===== config.mk =====
export PLATFORM = sky130hd
export DESIGN_NAME = barrel_shift_pipe_flat
export DESIGN_NICKNAME = d
export VERILOG_FILES = /design/src/rtl/barrel_shift_pipe_if.sv /design/src/rtl/barrel_shift_pipe.sv /design/src/flat_wrapper.sv
export SDC_FILE = /design/constraint.sdc
export NUM_CORES = 1
export LEC_CHECK = 0
export ABC_AREA = 1
export BUFFER_PORTS_ARGS = -buffer_cell sky130_fd_sc_hd__buf_4
export CORE_ASPECT_RATIO = 1.1
export CORE_MARGIN = 5
export CORE_UTILIZATION = 57
export CTS_BUF_LIST = sky130_fd_sc_hd__clkbuf_4 sky130_fd_sc_hd__clkbuf_8 sky130_fd_sc_hd__clkbuf_16
export CTS_CLUSTER_SIZE = 20
export DETAILED_ROUTE_END_ITERATION = 7
export PLACE_DENSITY = 0.85
export SETUP_SLACK_MARGIN = 0.02
export SYNTH_ARGS = -nofsm -noshare
export SYNTH_HDL_FRONTEND = slang
export SYNTH_SLANG_ARGS = --single-unit

===== constraint.sdc =====
create_clock -name clk -period 1.53 [get_ports clk]
set_input_delay 0 -clock clk [delete_from_list [all_inputs] [get_ports clk]]
set_output_delay 0 -clock clk [all_outputs]
set_load 0.05 [all_outputs]

===== src/rtl/barrel_shift_pipe_if.sv =====
// Valid/ready operation and result bundle for the pipelined barrel shifter.
// The master modport drives operations in and accepts results; the slave modport is the shifter side.
interface barrel_shift_pipe_if #(
    parameter int WIDTH = 8,
    parameter int TAG_W = 4
);
    localparam int SHAMT_W = $clog2(WIDTH);

    logic               in_valid;
    logic               in_ready;
    logic [WIDTH-1:0]   in_data;
    logic [SHAMT_W-1:0] in_shamt;
    logic [2:0]         in_mode;
    logic [TAG_W-1:0]   in_tag;
    logic               out_valid;
    logic               out_ready;
    logic [WIDTH-1:0]   out_data;
    logic [TAG_W-1:0]   out_tag;
    logic               out_zero;
    logic               out_err;

    modport master (
        output in_valid, in_data, in_shamt, in_mode, in_tag, out_ready,
        input  in_ready, out_valid, out_data, out_tag, out_zero, out_err
    );

    modport slave (
        input  in_valid, in_data, in_shamt, in_mode, in_tag, out_ready,
        output in_ready, out_valid, out_data, out_tag, out_zero, out_err
    );
endinterface


===== src/rtl/barrel_shift_pipe.sv =====
// Pipelined log barrel shifter: one registered stage per shift-amount bit, global stall,
// five shift/rotate modes plus a pass-through error path for reserved modes.
module barrel_shift_pipe #(
    parameter int WIDTH = 8,
    parameter int TAG_W = 4
) (
    input  logic               clk,
    input  logic               rst,
    barrel_shift_pipe_if.slave bus
);
    localparam int SHAMT_W = $clog2(WIDTH);
    localparam int LAST    = SHAMT_W - 1;

    typedef logic [WIDTH-1:0] word_t;

    if ((WIDTH < 4) || ((WIDTH & (WIDTH - 1)) != 0)) begin : g_bad_width
        $error("barrel_shift_pipe: WIDTH must be a power of two and >= 4");
    end

    logic               valid_reg  [SHAMT_W];
    word_t              data_reg   [SHAMT_W];
    logic [SHAMT_W-1:0] shamt_reg  [SHAMT_W];
    logic [2:0]         mode_reg   [SHAMT_W];
    logic [TAG_W-1:0]   tag_reg    [SHAMT_W];
    logic               msb_reg    [SHAMT_W];

    logic               valid_next [SHAMT_W];
    word_t              data_next  [SHAMT_W];
    logic [SHAMT_W-1:0] shamt_next [SHAMT_W];
    logic [2:0]         mode_next  [SHAMT_W];
    logic [TAG_W-1:0]   tag_next   [SHAMT_W];
    logic               msb_next   [SHAMT_W];

    logic stall;

    function automatic word_t step(input word_t d, input logic [2:0] mode,
                                   input logic fill, input int unsigned amt);
        word_t fill_mask;
        fill_mask = ~(~word_t'(0) >> amt);
        case (mode)
            3'b000:  return d << amt;
            3'b001:  return d >> amt;
            3'b010:  return (d >> amt) | (fill ? fill_mask : word_t'(0));
            3'b011:  return (d << amt) | (d >> (WIDTH - amt));
            3'b100:  return (d >> amt) | (d << (WIDTH - amt));
            default: return d;
        endcase
    endfunction

    // The carried shamt is shifted down one bit per stage so every stage tests bit 0.
    for (genvar gi = 0; gi < SHAMT_W; gi++) begin : g_stage
        logic               src_valid;
        word_t              src_data;
        logic [SHAMT_W-1:0] src_shamt;
        logic [2:0]         src_mode;
        logic [TAG_W-1:0]   src_tag;
        logic               src_msb;

        if (gi == 0) begin : g_head
            assign src_valid = bus.in_valid;
            assign src_data  = bus.in_data;
            assign src_shamt = bus.in_shamt;
            assign src_mode  = bus.in_mode;
            assign src_tag   = bus.in_tag;
            assign src_msb   = bus.in_data[WIDTH-1];
        end else begin : g_body
            assign src_valid = valid_reg[gi-1];
            assign src_data  = data_reg[gi-1];
            assign src_shamt = shamt_reg[gi-1];
            assign src_mode  = mode_reg[gi-1];
            assign src_tag   = tag_reg[gi-1];
            assign src_msb   = msb_reg[gi-1];
        end

        assign valid_next[gi] = src_valid;
        assign data_next[gi]  = src_shamt[0] ? step(src_data, src_mode, src_msb, 1 << gi) : src_data;
        assign shamt_next[gi] = src_shamt >> 1;
        assign mode_next[gi]  = src_mode;
        assign tag_next[gi]   = src_tag;
        assign msb_next[gi]   = src_msb;
    end

    assign stall = valid_reg[LAST] && !bus.out_ready;

    always_ff @(posedge clk or posedge rst) begin
        if (rst) begin
            for (int i = 0; i < SHAMT_W; i++) begin
                valid_reg[i] <= 1'b0;
                data_reg[i]  <= '0;
                shamt_reg[i] <= '0;
                mode_reg[i]  <= '0;
                tag_reg[i]   <= '0;
                msb_reg[i]   <= 1'b0;
            end
        end else if (!stall) begin
            for (int i = 0; i < SHAMT_W; i++) begin
                valid_reg[i] <= valid_next[i];
                data_reg[i]  <= data_next[i];
                shamt_reg[i] <= shamt_next[i];
                mode_reg[i]  <= mode_next[i];
                tag_reg[i]   <= tag_next[i];
                msb_reg[i]   <= msb_next[i];
            end
        end
    end

    assign bus.in_ready  = !stall;
    assign bus.out_valid = valid_reg[LAST];
    assign bus.out_data  = data_reg[LAST];
    assign bus.out_tag   = tag_reg[LAST];
    // Gated by valid so the flags read 0 while the pipe is empty or in reset.
    assign bus.out_zero  = valid_reg[LAST] && (data_reg[LAST] == '0);
    assign bus.out_err   = valid_reg[LAST] && (mode_reg[LAST] > 3'd4);
endmodule


===== src/flat_wrapper.sv =====
// flat-port wrapper written by rule: the top's interface ports become plain ports
module barrel_shift_pipe_flat 
#(
    parameter int WIDTH = 8,
    parameter int TAG_W = 4
)
  (clk, rst, bus_in_valid, bus_in_data, bus_in_shamt, bus_in_mode, bus_in_tag, bus_out_ready, bus_in_ready, bus_out_valid, bus_out_data, bus_out_tag, bus_out_zero, bus_out_err);
  barrel_shift_pipe_if #(.WIDTH(WIDTH), .TAG_W(TAG_W)) bus_i ();
  input  logic clk;
  input  logic rst;
  input wire logic [$bits(bus_i.in_valid)-1:0] bus_in_valid;
  input wire logic [$bits(bus_i.in_data)-1:0] bus_in_data;
  input wire logic [$bits(bus_i.in_shamt)-1:0] bus_in_shamt;
  input wire logic [$bits(bus_i.in_mode)-1:0] bus_in_mode;
  input wire logic [$bits(bus_i.in_tag)-1:0] bus_in_tag;
  input wire logic [$bits(bus_i.out_ready)-1:0] bus_out_ready;
  output wire logic [$bits(bus_i.in_ready)-1:0] bus_in_ready;
  output wire logic [$bits(bus_i.out_valid)-1:0] bus_out_valid;
  output wire logic [$bits(bus_i.out_data)-1:0] bus_out_data;
  output wire logic [$bits(bus_i.out_tag)-1:0] bus_out_tag;
  output wire logic [$bits(bus_i.out_zero)-1:0] bus_out_zero;
  output wire logic [$bits(bus_i.out_err)-1:0] bus_out_err;
  assign bus_i.in_valid = bus_in_valid;
  assign bus_i.in_data = bus_in_data;
  assign bus_i.in_shamt = bus_in_shamt;
  assign bus_i.in_mode = bus_in_mode;
  assign bus_i.in_tag = bus_in_tag;
  assign bus_i.out_ready = bus_out_ready;
  assign bus_in_ready = bus_i.in_ready;
  assign bus_out_valid = bus_i.out_valid;
  assign bus_out_data = bus_i.out_data;
  assign bus_out_tag = bus_i.out_tag;
  assign bus_out_zero = bus_i.out_zero;
  assign bus_out_err = bus_i.out_err;
  barrel_shift_pipe #(.WIDTH(WIDTH), .TAG_W(TAG_W)) u_core (.clk(clk), .rst(rst), .bus(bus_i));
endmodule

# Yosys cells after proc, flatten, opt, wreduce, memory -nomap -nowiden

Cells that the tools add are included.

Magnitude comparators: 1
Equality and inequality tests: 12
Muxes and demuxes: 9
Bitwise gates (word level): 8
Reduce and logical (&&, ||, !) cells: 10

Operators by type and width:

| cell                 | number |
|---|---|
| $pmux W8 S5          | 2 |
| $mux W8              | 6 |
| $pmux W8 S4          | 1 |
| $eq A3 B2 Y1 const B | 6 |
| $or A6 B8 Y8         | 2 |
| $or A7 B8 Y8         | 2 |
| $eq A3 B1 Y1 const B | 3 |
| $eq A3 B3 Y1 const B | 3 |
| $logic_not A3 Y1     | 3 |
| $logic_not A8 Y1     | 1 |
| $or A4 B8 Y8         | 1 |
| $or A8 B1 Y8         | 1 |
| $or A8 B2 Y8         | 1 |
| $or A8 B4 Y8         | 1 |
| $gt A3 B3 Y1 const B | 1 |
| $logic_and A1 B1 Y1  | 3 |
| $logic_not A1 Y1     | 2 |
| $reduce_or A2 Y1     | 1 |

Flip-flop bits (word level): 53
Bits of input ports: 22
Output and inout bits: 16
Word-level logic and storage cells: 56

# Depth between registers and ports, before layout

Depth after elaboration: 4
Gate-level depth with buffers: 8
Gate-level depth less buffers: 8

# Worst setup path before layout

OpenSTA, ideal clock, no wires.

Path kind: register -> output
Start: register u_core.valid_reg (netlist bit u_core.bus.out_valid)
End: output port bus_out_zero
Data arrival time: 2.404 ns
Required time: 1.530 ns
Path slack: -0.874 ns
Stages on the path, launching flop included: 5
Path buffers: 0
Cell sequence: dfrtp_1 > inv_1 > nor2_1 > nand2_1 > nor4_1

Word-level cells in the longest chain between the ends: 1

Ends and longest elaborated chain:

| item                            | RTL line                 | source |
|---|---|---|
| start, declared                 | barrel_shift_pipe.sv:20  | `logic valid_reg [SHAMT_W];` |
| start signal, assigned by index | barrel_shift_pipe.sv:97  | `valid_reg[i] <= valid_next[i];` |
| $logic_and A1 B1 Y1             | barrel_shift_pipe.sv:112 | `assign bus.out_zero = valid_reg[LAST] && (data_reg[LAST] == '0);` |
| end, declared                   | flat_wrapper.sv:21       | `output wire logic [$bits(bus_i.out_zero)-1:0] bus_out_zero;` |

No other way between the ends.

# Final worst setup path

Start: register u_core.valid_reg (netlist bit u_core.bus.out_valid)
End: output port bus_in_ready

Word-level cells in the longest chain between the ends: 2

Ends and longest elaborated chain:

| item                | RTL line                | source |
|---|---|---|
| $logic_and A1 B1 Y1 | barrel_shift_pipe.sv:83 | `assign stall = valid_reg[LAST] && !bus.out_ready;` |
| $logic_not A1 Y1    | -                       |  |
| end, declared       | flat_wrapper.sv:17      | `output wire logic [$bits(bus_i.in_ready)-1:0] bus_in_ready;` |

No other way between the ends.

==> results.ini <==
[route]
ant_nets=0
wl_um=5630
route.detailed.drc=0
via_count=2449
drtPass1Iterations=4
drt-vias-per-instance=5.13
drt_iter0_markers=142
wl_per_cell_um=11.8

[final_layout]
largest_reg_flops=16
stdcell_area_mm2=0.00330
fin_nets=443
layout-drive-gt1-share=0.173
final_core_util=0.708
area_growth_pct=20.8
nFillCells=369
final_cells=477
antenna_cells=0

[sta]
fin_worst_skew_ps=6.56
final.setup.tns_ps=0
finalHoldViolations=0
min_period_ps=1410
fin_ws_ps=124
rsz0062_at_grt=no
setup_viol=0
relSlewSlack=0.752
fin_crit_sh=0.919
worstMarginPinSlew_ps=371
clock.fmax_mhz=711
maxSlewViolCount=0

[yosys]
synthArstFlopShare=1.00
ys_top_cells_by_count=nand2_1, dfrtp_1, nand3_1
synth_edf_count=0
ys_seq_elements=53
synth_fa_ha_area_frac=0
seq_area_frac_synth=0.486
ys_warn_count=0
yosysUniqueCellTypes=21
synth_area_mm2=0.00273
synth.top_cell.area_share=0.486
synth_compound_area_frac=0.0711
yosysTopAreaCell=dfrtp_1
syn_inst=375
synth_top_family_by_area=simple AND/OR/NAND/NOR gates
synth_area_leaders=dfrtp_1, nand2_1, nand3_1, inv_1, nor2_1
synth_flop_cell=dfrtp_1
syn_avg_cell_area_um2=7.28
yosys.area_share.xor_xnor=0
synth.most_common_cell=nand2_1
synthSimpleGateAreaFrac=0.369
muxShareOfSynthArea=0
syn_nets=397

[global_route]
use_met2=0.350
grt_pass1_wl_um=10100
grt_use_met3=0.0423
antenna_found_initial=0
grt_max_degree=59
grt-ovfl-total=0
gr-usage-all-layers=0.194
grt_pass1_vias=2392
grt_use_met1=0.229
grt.busiest_layer=met2

[placed_design]
place_congestion=0.911
dpl.cell_count=460
io_buffers=37
dp_hpwl_um=4040
dp_slack_ps=193
place_area_mm2=0.00309

[critical_path]
worst-setup-path-type=flop to output pin
critical_path_required_ps=1530
path_max_fanout=22
critical_path.startpoint_type=flop
worst_ep_arrival_time_ps=1410
cp-end-kind=output pin

[clocking]
h-tree-depth=2
cts_buffers=5
clk_pin_slew_ps=80
clockBufferDepth=2
cts.sinks=53
clk_latency_ps=300
tritoncts=done
cts_post_setup_buffers_inserted=0
cts-root-buf=clkbuf_8

[floorplan]
core_area_mm2=0.00465
dieArea_mm2=0.00627
io_pins=38
rows=26
fp.dieW_um=76.0
die_height_um=82.6
initial_core_util=0.587

[power_and_ir_drop]
vdd_drop_max_v=0.000677
p_leak_nw=1.73
power.density_mw_per_mm2=1780

[min_path]
holdCritPathClass=input pin to flop

[run]
cap_violations=0

[run_status]
outcome=finished, final reports clean

[timing repair]
item / CTS / global route
setup endpoints to repair: 1 / 4
gates resized for setup: 1 / 2
hold buffers: 10 / 0
hold endpoints to repair: 28 / 0
[power by group]
part	total [mW]	leakage [nW]	internal (mW)	switching (mW)
Combinational	2.73	1.04	0.883	1.84
Sequential	2.34	0.640	1.94	0.405
Clock	0.790	0.0433	0.358	0.432
Total	5.86	1.73	3.18	2.68
[layout make-up]
cell class | instances | area [um2] | area share
clock buffer | 6 | 82.6 | 0.0251
clock inverter | 1 | 7.51 | 0.00228
inverter | 35 | 133 | 0.0402
multi-input combinational | 274 | 1230 | 0.373
sequential | 53 | 1330 | 0.402
tap | 56 | 70.1 | 0.0213
timing repair buffer | 52 | 448 | 0.136
[layout by cell type (no fill, tap or decap), types with 4 or more instances in the layout]
| master | instances |
|---|---|
| nand2_1 | 148 |
| dfrtp_1 | 53 |
| nand3_1 | 47 |
| buf_4 | 38 |
| inv_1 | 25 |
| nor2_1 | 25 |
| a21oi_1 | 17 |
| o21ai_0 | 15 |
| dlygate4sd3_1 | 10 |
| inv_2 | 9 |
| clkbuf_8 | 6 |
| o21ai_1 | 5 |
| nand2_4 | 4 |
| nand2_2 | 4 |
[routing by layer]
layer / up-vias / part of all wire / wire length, um
li1: 1276 / - / -
met1: 1106 / 0.43 / 2430
met2: 59 / 0.51 / 2870
met3: 8 / 0.045 / 252
met4: 0 / 0.014 / 79
met5: - / 0 / 0
[logic make-up after synthesis]
family          after synthesis
simple gates                236
compound gates               38
buf+inv                      48
flops                        53
[critical path, stage by stage, from the launching register on]
cell and delay [ps]:
dfrtp_1 390, inv_1 160, nor2_4 80, inv_1 90, buf_6 200, buf_6 180
[through the flow]
stage | total power [mW] | hold slack, ps
4_1_cts | 5.88 | 21.2
6_report | 5.86 | 25.6
3_5_place_dp | 5.05 | 8.20
3_3_place_gp | 4.97 | 3.25
5_1_grt | 6.34 | 46.4
2_1_floorplan | 4.31 | 110
[final timing paths]
check,to,depth (start not counted),slack (ps),startpoint
worst min register to register,u_core.bus.out_valid,2,460,u_core.g_stage[2].src_valid
worst max-delay path,bus_in_ready,5,120,u_core.bus.out_valid
worst min-delay path,u_core.g_stage[1].src_mode[1],3,30,bus_in_mode[1]
max in group asynchronous,u_core.g_stage[1].src_data[0],4,800,rst
worst max register to register,u_core.g_stage[2].src_data[2],6,270,u_core.g_stage[1].src_mode[2]
min in group asynchronous,u_core.g_stage[2].src_shamt[0],3,230,rst
Note: power is estimated with default switching activity, not from simulation.
